**src/rtl/hazard_ctrl.sv**
```systemverilog
// ============================================================================
// hazard_ctrl : stall/forward scheduler and MDU busy sequencer for a 5-stage pipe
// Rev 1.0
// ============================================================================
`default_nettype none

module hazard_ctrl #(
  parameter int MULT_CYCLES = 5,
  parameter int DIV_CYCLES  = 10
) (
  input  logic       clk,
  input  logic       reset_n,
  input  logic       flush,
  input  logic [4:0] D_rs,
  input  logic [4:0] D_rt,
  input  logic [1:0] D_tuse_rs,
  input  logic [1:0] D_tuse_rt,
  input  logic [4:0] D_dst,
  input  logic       D_we,
  input  logic [1:0] D_tnew,
  input  logic       D_md_start,
  input  logic       D_md_div,
  input  logic       D_md_use,
  output logic       stall,
  output logic [1:0] fwd_D_rs,
  output logic [1:0] fwd_D_rt,
  output logic [1:0] fwd_E_rs,
  output logic [1:0] fwd_E_rt,
  output logic       md_busy
);

  localparam int MAX_CYCLES = (DIV_CYCLES > MULT_CYCLES) ? DIV_CYCLES : MULT_CYCLES;
  localparam int CNT_W      = (MAX_CYCLES < 2) ? 1 : $clog2(MAX_CYCLES);

  localparam logic [CNT_W-1:0] CNT_ZERO = '0;
  localparam logic [CNT_W-1:0] CNT_ONE  = CNT_W'(1);
  localparam logic [CNT_W-1:0] CNT_MULT = CNT_W'(MULT_CYCLES - 1);
  localparam logic [CNT_W-1:0] CNT_DIV  = CNT_W'(DIV_CYCLES - 1);

  localparam logic [1:0] SEL_REG = 2'd0;
  localparam logic [1:0] SEL_E   = 2'd1;
  localparam logic [1:0] SEL_M   = 2'd2;
  localparam logic [1:0] SEL_W   = 2'd3;

  // Pipeline shadow records
  logic [4:0]       e_rs_q, e_rs_d;
  logic [4:0]       e_rt_q, e_rt_d;
  logic [4:0]       e_dst_q, e_dst_d;
  logic             e_we_q, e_we_d;
  logic [1:0]       e_tnew_q, e_tnew_d;
  logic             e_md_q, e_md_d;
  logic             e_div_q, e_div_d;
  logic [4:0]       m_dst_q, m_dst_d;
  logic             m_we_q, m_we_d;
  logic [1:0]       m_tnew_q, m_tnew_d;
  logic [4:0]       w_dst_q, w_dst_d;
  logic             w_we_q, w_we_d;
  logic [CNT_W-1:0] md_cnt_q, md_cnt_d;

  // A record only matches when it really writes a non-zero register.
  function automatic logic rec_hit(input logic we, input logic [4:0] dst, input logic [4:0] src);
    return we && (dst != 5'd0) && (dst == src);
  endfunction

  logic e_hit_rs, e_hit_rt, m_hit_rs, m_hit_rt, w_hit_rs, w_hit_rt;
  logic me_hit_rs, me_hit_rt, we_hit_rs, we_hit_rt;

  always_comb begin
    e_hit_rs  = rec_hit(e_we_q, e_dst_q, D_rs);
    e_hit_rt  = rec_hit(e_we_q, e_dst_q, D_rt);
    m_hit_rs  = rec_hit(m_we_q, m_dst_q, D_rs);
    m_hit_rt  = rec_hit(m_we_q, m_dst_q, D_rt);
    w_hit_rs  = rec_hit(w_we_q, w_dst_q, D_rs);
    w_hit_rt  = rec_hit(w_we_q, w_dst_q, D_rt);
    me_hit_rs = rec_hit(m_we_q, m_dst_q, e_rs_q);
    me_hit_rt = rec_hit(m_we_q, m_dst_q, e_rt_q);
    we_hit_rs = rec_hit(w_we_q, w_dst_q, e_rs_q);
    we_hit_rt = rec_hit(w_we_q, w_dst_q, e_rt_q);
  end

  always_comb begin
    md_busy = (md_cnt_q != CNT_ZERO) || e_md_q;
    stall   = (e_hit_rs && (e_tnew_q > D_tuse_rs)) ||
              (e_hit_rt && (e_tnew_q > D_tuse_rt)) ||
              (m_hit_rs && (m_tnew_q > D_tuse_rs)) ||
              (m_hit_rt && (m_tnew_q > D_tuse_rt)) ||
              (D_md_use && md_busy);
  end

  always_comb begin
    fwd_D_rs = SEL_REG;
    if (e_hit_rs && (e_tnew_q == 2'd0))      fwd_D_rs = SEL_E;
    else if (m_hit_rs && (m_tnew_q == 2'd0)) fwd_D_rs = SEL_M;
    else if (w_hit_rs)                       fwd_D_rs = SEL_W;

    fwd_D_rt = SEL_REG;
    if (e_hit_rt && (e_tnew_q == 2'd0))      fwd_D_rt = SEL_E;
    else if (m_hit_rt && (m_tnew_q == 2'd0)) fwd_D_rt = SEL_M;
    else if (w_hit_rt)                       fwd_D_rt = SEL_W;

    // Readiness in E is guaranteed by the stall rules, so no tnew test here.
    fwd_E_rs = SEL_REG;
    if (me_hit_rs)      fwd_E_rs = SEL_M;
    else if (we_hit_rs) fwd_E_rs = SEL_W;

    fwd_E_rt = SEL_REG;
    if (me_hit_rt)      fwd_E_rt = SEL_M;
    else if (we_hit_rt) fwd_E_rt = SEL_W;
  end

  always_comb begin
    w_dst_d  = m_dst_q;
    w_we_d   = m_we_q;

    m_dst_d  = e_dst_q;
    m_we_d   = e_we_q;
    m_tnew_d = (e_tnew_q == 2'd0) ? 2'd0 : (e_tnew_q - 2'd1);

    e_rs_d   = D_rs;
    e_rt_d   = D_rt;
    e_dst_d  = D_dst;
    e_we_d   = D_we;
    e_tnew_d = D_tnew;
    e_md_d   = D_md_start;
    e_div_d  = D_md_start && D_md_div;

    if (flush) begin
      m_dst_d  = 5'd0;
      m_we_d   = 1'b0;
      m_tnew_d = 2'd0;
    end

    if (flush || stall) begin
      e_rs_d   = 5'd0;
      e_rt_d   = 5'd0;
      e_dst_d  = 5'd0;
      e_we_d   = 1'b0;
      e_tnew_d = 2'd0;
      e_md_d   = 1'b0;
      e_div_d  = 1'b0;
    end

    // An MDU op already in E keeps running through a flush.
    md_cnt_d = md_cnt_q;
    if (e_md_q)                     md_cnt_d = e_div_q ? CNT_DIV : CNT_MULT;
    else if (md_cnt_q != CNT_ZERO)  md_cnt_d = md_cnt_q - CNT_ONE;
  end

  always_ff @(posedge clk) begin
    if (!reset_n) begin
      e_rs_q   <= 5'd0;
      e_rt_q   <= 5'd0;
      e_dst_q  <= 5'd0;
      e_we_q   <= 1'b0;
      e_tnew_q <= 2'd0;
      e_md_q   <= 1'b0;
      e_div_q  <= 1'b0;
      m_dst_q  <= 5'd0;
      m_we_q   <= 1'b0;
      m_tnew_q <= 2'd0;
      w_dst_q  <= 5'd0;
      w_we_q   <= 1'b0;
      md_cnt_q <= CNT_ZERO;
    end else begin
      e_rs_q   <= e_rs_d;
      e_rt_q   <= e_rt_d;
      e_dst_q  <= e_dst_d;
      e_we_q   <= e_we_d;
      e_tnew_q <= e_tnew_d;
      e_md_q   <= e_md_d;
      e_div_q  <= e_div_d;
      m_dst_q  <= m_dst_d;
      m_we_q   <= m_we_d;
      m_tnew_q <= m_tnew_d;
      w_dst_q  <= w_dst_d;
      w_we_q   <= w_we_d;
      md_cnt_q <= md_cnt_d;
    end
  end

endmodule

`default_nettype wire

```
**config.mk**
```make
export PLATFORM = sky130hd
export DESIGN_NAME = hazard_ctrl
export DESIGN_NICKNAME = d
export VERILOG_FILES = /design/src/rtl/hazard_ctrl.sv
export SDC_FILE = /design/constraint.sdc
export NUM_CORES = 1
export LEC_CHECK = 0
export CORE_UTILIZATION = 45
export CTS_CLUSTER_SIZE = 40
export DETAILED_ROUTE_END_ITERATION = 7
export HOLD_SLACK_MARGIN = 0.08
export MAX_ROUTING_LAYER = met4
export PLACE_DENSITY = 0.69
export REMOVE_ABC_BUFFERS = 1
export SLEW_MARGIN = 20
export SYNTH_ARGS = -nofsm -noshare
export SYNTH_HDL_FRONTEND = slang
export SYNTH_SLANG_ARGS = --single-unit
export TNS_END_PERCENT = 5
```
**constraint.sdc**
```tcl
create_clock -name clk -period 7.1 [get_ports clk]
set_input_delay 1.775 -clock clk [delete_from_list [all_inputs] [get_ports clk]]
set_output_delay 1.775 -clock clk [all_outputs]
set_load 0.02 [all_outputs]
```
* After elaboration in Yosys (flattened, before gate mapping)
Cells that the tools add are included.
** Operators by class
- Add/sub/neg operators :: 2
- Multipliers :: 0
- Div/mod/pow operators :: 0
- Magnitude comparators :: 4
- Eq/ne operators :: 10
- Shift-type cells :: 0
- Multiplexer cells :: 13
- Bitwise gates (word level) :: 1
- Reduce and logical (&&, ||, !) cells :: 39
** Operators by type and width (number)
- $eq A5 B5 Y1 :: 10
- $logic_and A1 B1 Y1 :: 23
- $mux W2 :: 10
- $reduce_bool A5 Y1 :: 3
- $mux W4 :: 3
- $gt A2 B2 Y1 :: 4
- $logic_or A1 B1 Y1 :: 6
- $logic_not A2 Y1 :: 2
- $reduce_bool A4 Y1 :: 1
- $reduce_or A2 Y1 :: 2
- $sub A4 B1 Y4 const B :: 1
- $reduce_or A3 Y1 :: 1
- $reduce_bool A2 Y1 :: 1
- $sub A2 B1 Y2 const B :: 1
- $not A1 Y1 :: 1
** Word-level totals
- Register bits :: 38
- Latch bits :: 0
- Memory bits (writable) :: 0
- Bits in read-only memories :: 0
- Input port bits :: 28
- Output and inout port bits :: 10
- Logic and storage cells :: 82
- Memories kept :: 0

* Logic depth before layout (Yosys ltp)
- Word-level depth :: 10
- Depth in mapped cells :: 8
- Gate-level depth less buffers :: 7

* Least setup slack after synthesis
No wires, ideal clock.
- Path kind :: input to output
- Start point :: input D_tuse_rt[1]
- End point :: output stall
- Arrival :: 3022 ps
- Data required time :: 5325 ps
- Slack :: 2303 ps
- Cell stages on the path :: 7
- Path buffers :: 0
- Cell sequence :: inv_1 ha_1 nor2b_1 o21ai_0 nor4_1 a211o_1 or2_1
** On the way
- Word-level cells in the longest chain between the ends :: 6
- Elaborated cells on any way between the ends :: 8
** RTL lines
- from (decl) :: line 17 : input logic [1:0] D_tuse_rt,
- $gt A2 B2 Y1 :: line 84 : (e_hit_rt && (e_tnew_q > D_tuse_rt)) ||
- $logic_and A1 B1 Y1 :: line 84
- $logic_or A1 B1 Y1 :: line 83 : stall = (e_hit_rs && (e_tnew_q > D_tuse_rs)) ||
- $logic_or A1 B1 Y1 :: line 84
- $logic_or A1 B1 Y1 * :: line 85 : (m_hit_rs && (m_tnew_q > D_tuse_rs)) ||
- $logic_or A1 B1 Y1 * :: line 86 : (m_hit_rt && (m_tnew_q > D_tuse_rt)) ||
- to (decl) :: line 24 : output logic stall,
Every way passes the cells marked *; elsewhere a longest branch is shown, timed or not.

* Final worst setup path
Same ends and word-level chain as after synthesis.

==> metrics.txt <==
Inserted Clock Buffers=5; cell row count=25; adder-cell share of the synthesized area=0.0601; cell repeated most along the worst path=sky130_fd_sc_hd__clkdlybuf4s50_1; final worst slack=~1100 ps; number of instances in the synthesized netlist=approximately 250; die width=73.3 um; wirelength, routed=~4700 um; area fraction in compound gates after synthesis=0.0705; detail-routed net length per standard cell=roughly 13 um; required time of the critical path=approximately 5300 ps; IR drop worst, VDD=0.188 mV; post-synthesis average cell area=slightly above 9 um2; Lkg Pwr=between 1 and 1.5 nW; Post-CTS Setup Bufs=0; final critical-path share of the clock period=0.844; CTS tree=yes; antenna violations before repair=0; transition time at the pin with the least slew margin=735 ps; slowest library cell on the worst path=sky130_fd_sc_hd__clkdlybuf4s50_1; count of different cell masters after synthesis=37; clock input transition at the sequential cells of the worst setup and hold paths=70 ps; combined area of all synthesized cells=around 0.0023 mm2; outcome=completed; drt via density=between 5 and 6; depth of the CTS H-tree=2; root buffer cell=sky130_fd_sc_hd__clkbuf_8; number of flops mapped to enable cells by yosys=0; ys flop type=sky130_fd_sc_hd__dfxtp_1; commonest cells after routing, fill and taps aside=sky130_fd_sc_hd__dfxtp_1, sky130_fd_sc_hd__clkdlybuf4s50_1, sky130_fd_sc_hd__xnor2_1; CP startpoint kind=input port; Die ar.=0.00538 mm2; number of fill cells in the layout=approximately 440; iteration-0 DRC count of the detailed router=45; I/O Buffers=37; layout cells sized above 1=0.131; worst max-slew margin expressed relative to the limit=0.509; dominant combinational cell family by area after synthesis=simple AND/OR/NAND/NOR gates; type of the most critical hold path=register to register; asr flop ratio synth=0; CP delay by family, top=buffers and inverters; I/O pin total=38; CTS hold repair buffers=0; routed via count=1755; final-report max-slew violation count=0; power per unit of standard cell area=217 mW/mm2; combinational fraction of design power=0.294; Total Neg Setup Slack=0 ps; global-route wire length before repair=~7900 um; Max Clock Freq=approximately 170 MHz; simple-gate share of the synthesized area=0.276; Resized cells post-CTS=0; final routed DRC violation total=0; number of buffers on the longest clock path=2; fraction of synthesized area in multiplexers=0; Total Nets Final=between 300 and 400; most common cell after layout, fill and taps aside=sky130_fd_sc_hd__dfxtp_1; sequential group share of total power=0.414; count of antenna-violating nets left after detailed routing=0; final hold violation count=0; switching portion of total power=0.301; fraction of synthesized cell area in xor and xnor cells=0.203; Total Power Consumption=~600 uW; highest net fanout along the worst path=21; endpoints failing setup=0; critical path arrival=around 4200 ps; number of clock sinks seen by CTS=38; standard cell core area=approximately 0.0048 mm2; clock share of power=0.292; maximum number of pins on one net before global-route repair=29; longest individual stage delay on the worst path=around 530 ps; die height=approximately 73 um; Yosys warnings=0; placer congestion estimate=about 0.81; Net Switching=~180 uW; critical path type=input port to output port; Ant. Diodes=0; Initial Utilization=0.475; final setup skew=3.69 ps; flip-flop and latch count after synthesis=38; total congestion overflow after global routing=0; number of max-cap violations=0; fraction of the yosys area taken by sequential cells=0.332; critical path, cell by cell=clkdlybuf4s50_1 -> inv_1 -> ha_1 -> nor2b_1 -> o21ai_0 -> nor4_1 -> a211o_1 -> buf_4 -> or2_1 -> clkdlybuf4s50_1; number of buffer and inverter stages on the critical path=4; post-route core utilization=0.578; detailed-routing iteration count for the pre-antenna-repair pass=4; worst setup timing slack at the placement stage=approximately 1100 ps; area added between synthesis and finish=21.6%; HPWL reported at the end of detailed placement=~3700 um; vias in the first global route=1668; Final Critical Period=roughly 6000 ps; GRT Overall Usage=0.205; endpoint type of the worst setup path=output port; unrepaired setup endpoints after global routing=false; internal portion of total power=roughly 420 uW; Clk Latency, worst-skew pair=between 200 and 300 ps
-- layer usage --
| metal | GRT usage | vias up | wire, um |
|---|---|---|---|
| met5 | - | - | 0 |
| met4 | 0.0876 | 0 | 107 |
| met3 | 0.0370 | 12 | 147 |
| met2 | 0.330 | 31 | 2300 |
| met1 | 0.253 | 811 | 2140 |
| li1 | - | 901 | - |
-- cells in the mapped netlist, drive strengths merged, types with 2 or more instances --
cell	n	share of area
nor2	3	0.0049
a21oi	4	0.0087
a211o	3	0.012
nand2	25	0.041
nand3	6	0.013
and2	14	0.038
nor3	29	0.11
buf	8	0.026
nor3b	3	0.0098
or4	4	0.015
o21a	4	0.013
clkbuf	10	0.016
or3	2	0.0060
ha	11	0.060
nand4	4	0.011
o21ai	5	0.016
xnor2	29	0.11
xor2	24	0.092
nor2b	4	0.011
o41ai	2	0.0077
inv	10	0.016
dfxtp	38	0.33
nor4	4	0.011
-- flip-flops by register name (all words and copies together), names as in the netlist, 2 cells and up --
| register | count |
|---|---|
| e_dst_q | 5 |
| e_rs_q | 5 |
| e_rt_q | 5 |
| m_dst_q | 5 |
| w_dst_q | 5 |
| md_cnt_q | 4 |
| e_tnew_q | 2 |
| m_tnew_q | 2 |
-- power groups by stage --
stage | clock [mW] | combinational, mW | sequential (mW)
3_5_place_dp | 0 | 0.178 | 0.255
2_1_floorplan | 0 | 0.122 | 0.250
4_1_cts | 0.179 | 0.180 | 0.250
3_3_place_gp | 0 | 0.175 | 0.254
5_1_grt | 0.190 | 0.201 | 0.253
6_report | 0.176 | 0.177 | 0.250
-- final cells by class --
| type | instances | area, um2 | area share |
|---|---|---|---|
| Clock buffer | 5 | 68.8 | 0.0247 |
| Clock inverter | 3 | 40.0 | 0.0144 |
| Inverter | 10 | 37.5 | 0.0135 |
| Multi-Input combinational cell | 187 | 1400 | 0.503 |
| Sequential cell | 38 | 761 | 0.273 |
| Tap cell | 67 | 83.8 | 0.0301 |
| Timing Repair Buffer | 40 | 393 | 0.141 |
-- worst reg2reg max path, delay by kind of cell (launching register included) --
kind	cells	cell delay, ps
compound gates	1	330
fa+ha+maj	1	150
buf+inv	2	340
flops	1	310
simple gates	3	1040
-- final timing paths --
kind / cells after the start / end / from / slack, ps
setup / recovery: 10 / stall / D_tuse_rt[1] / 1100
hold / removal: 1 / m_we_q / e_we_q / 500
setup reg to reg: 7 / e_rt_q[0] / md_cnt_q[0] / 4840
hold reg to reg: 1 / m_we_q / e_we_q / 500
-- cells by family after synthesis --
family / count (synthesis)
xor gates and xnor gates: 53
and+or+nand+nor: 101
buffers and inverters: 28
AOI/OAI and AO/OA: 22
DFF: 38
adders and majority gates: 11
-- stage by stage --
stage / instances / cell area (um2) / hold slack (ps)
after floorplan: 235 / 2190 / 426
after global placement: 342 / 2680 / 479
after detailed placement: 342 / 2680 / 489
after CTS: 350 / 2790 / 510
after global routing: 350 / 2790 / 512
final: 350 / 2790 / 497
No activity file was read; power rests on OpenSTA's default activity.
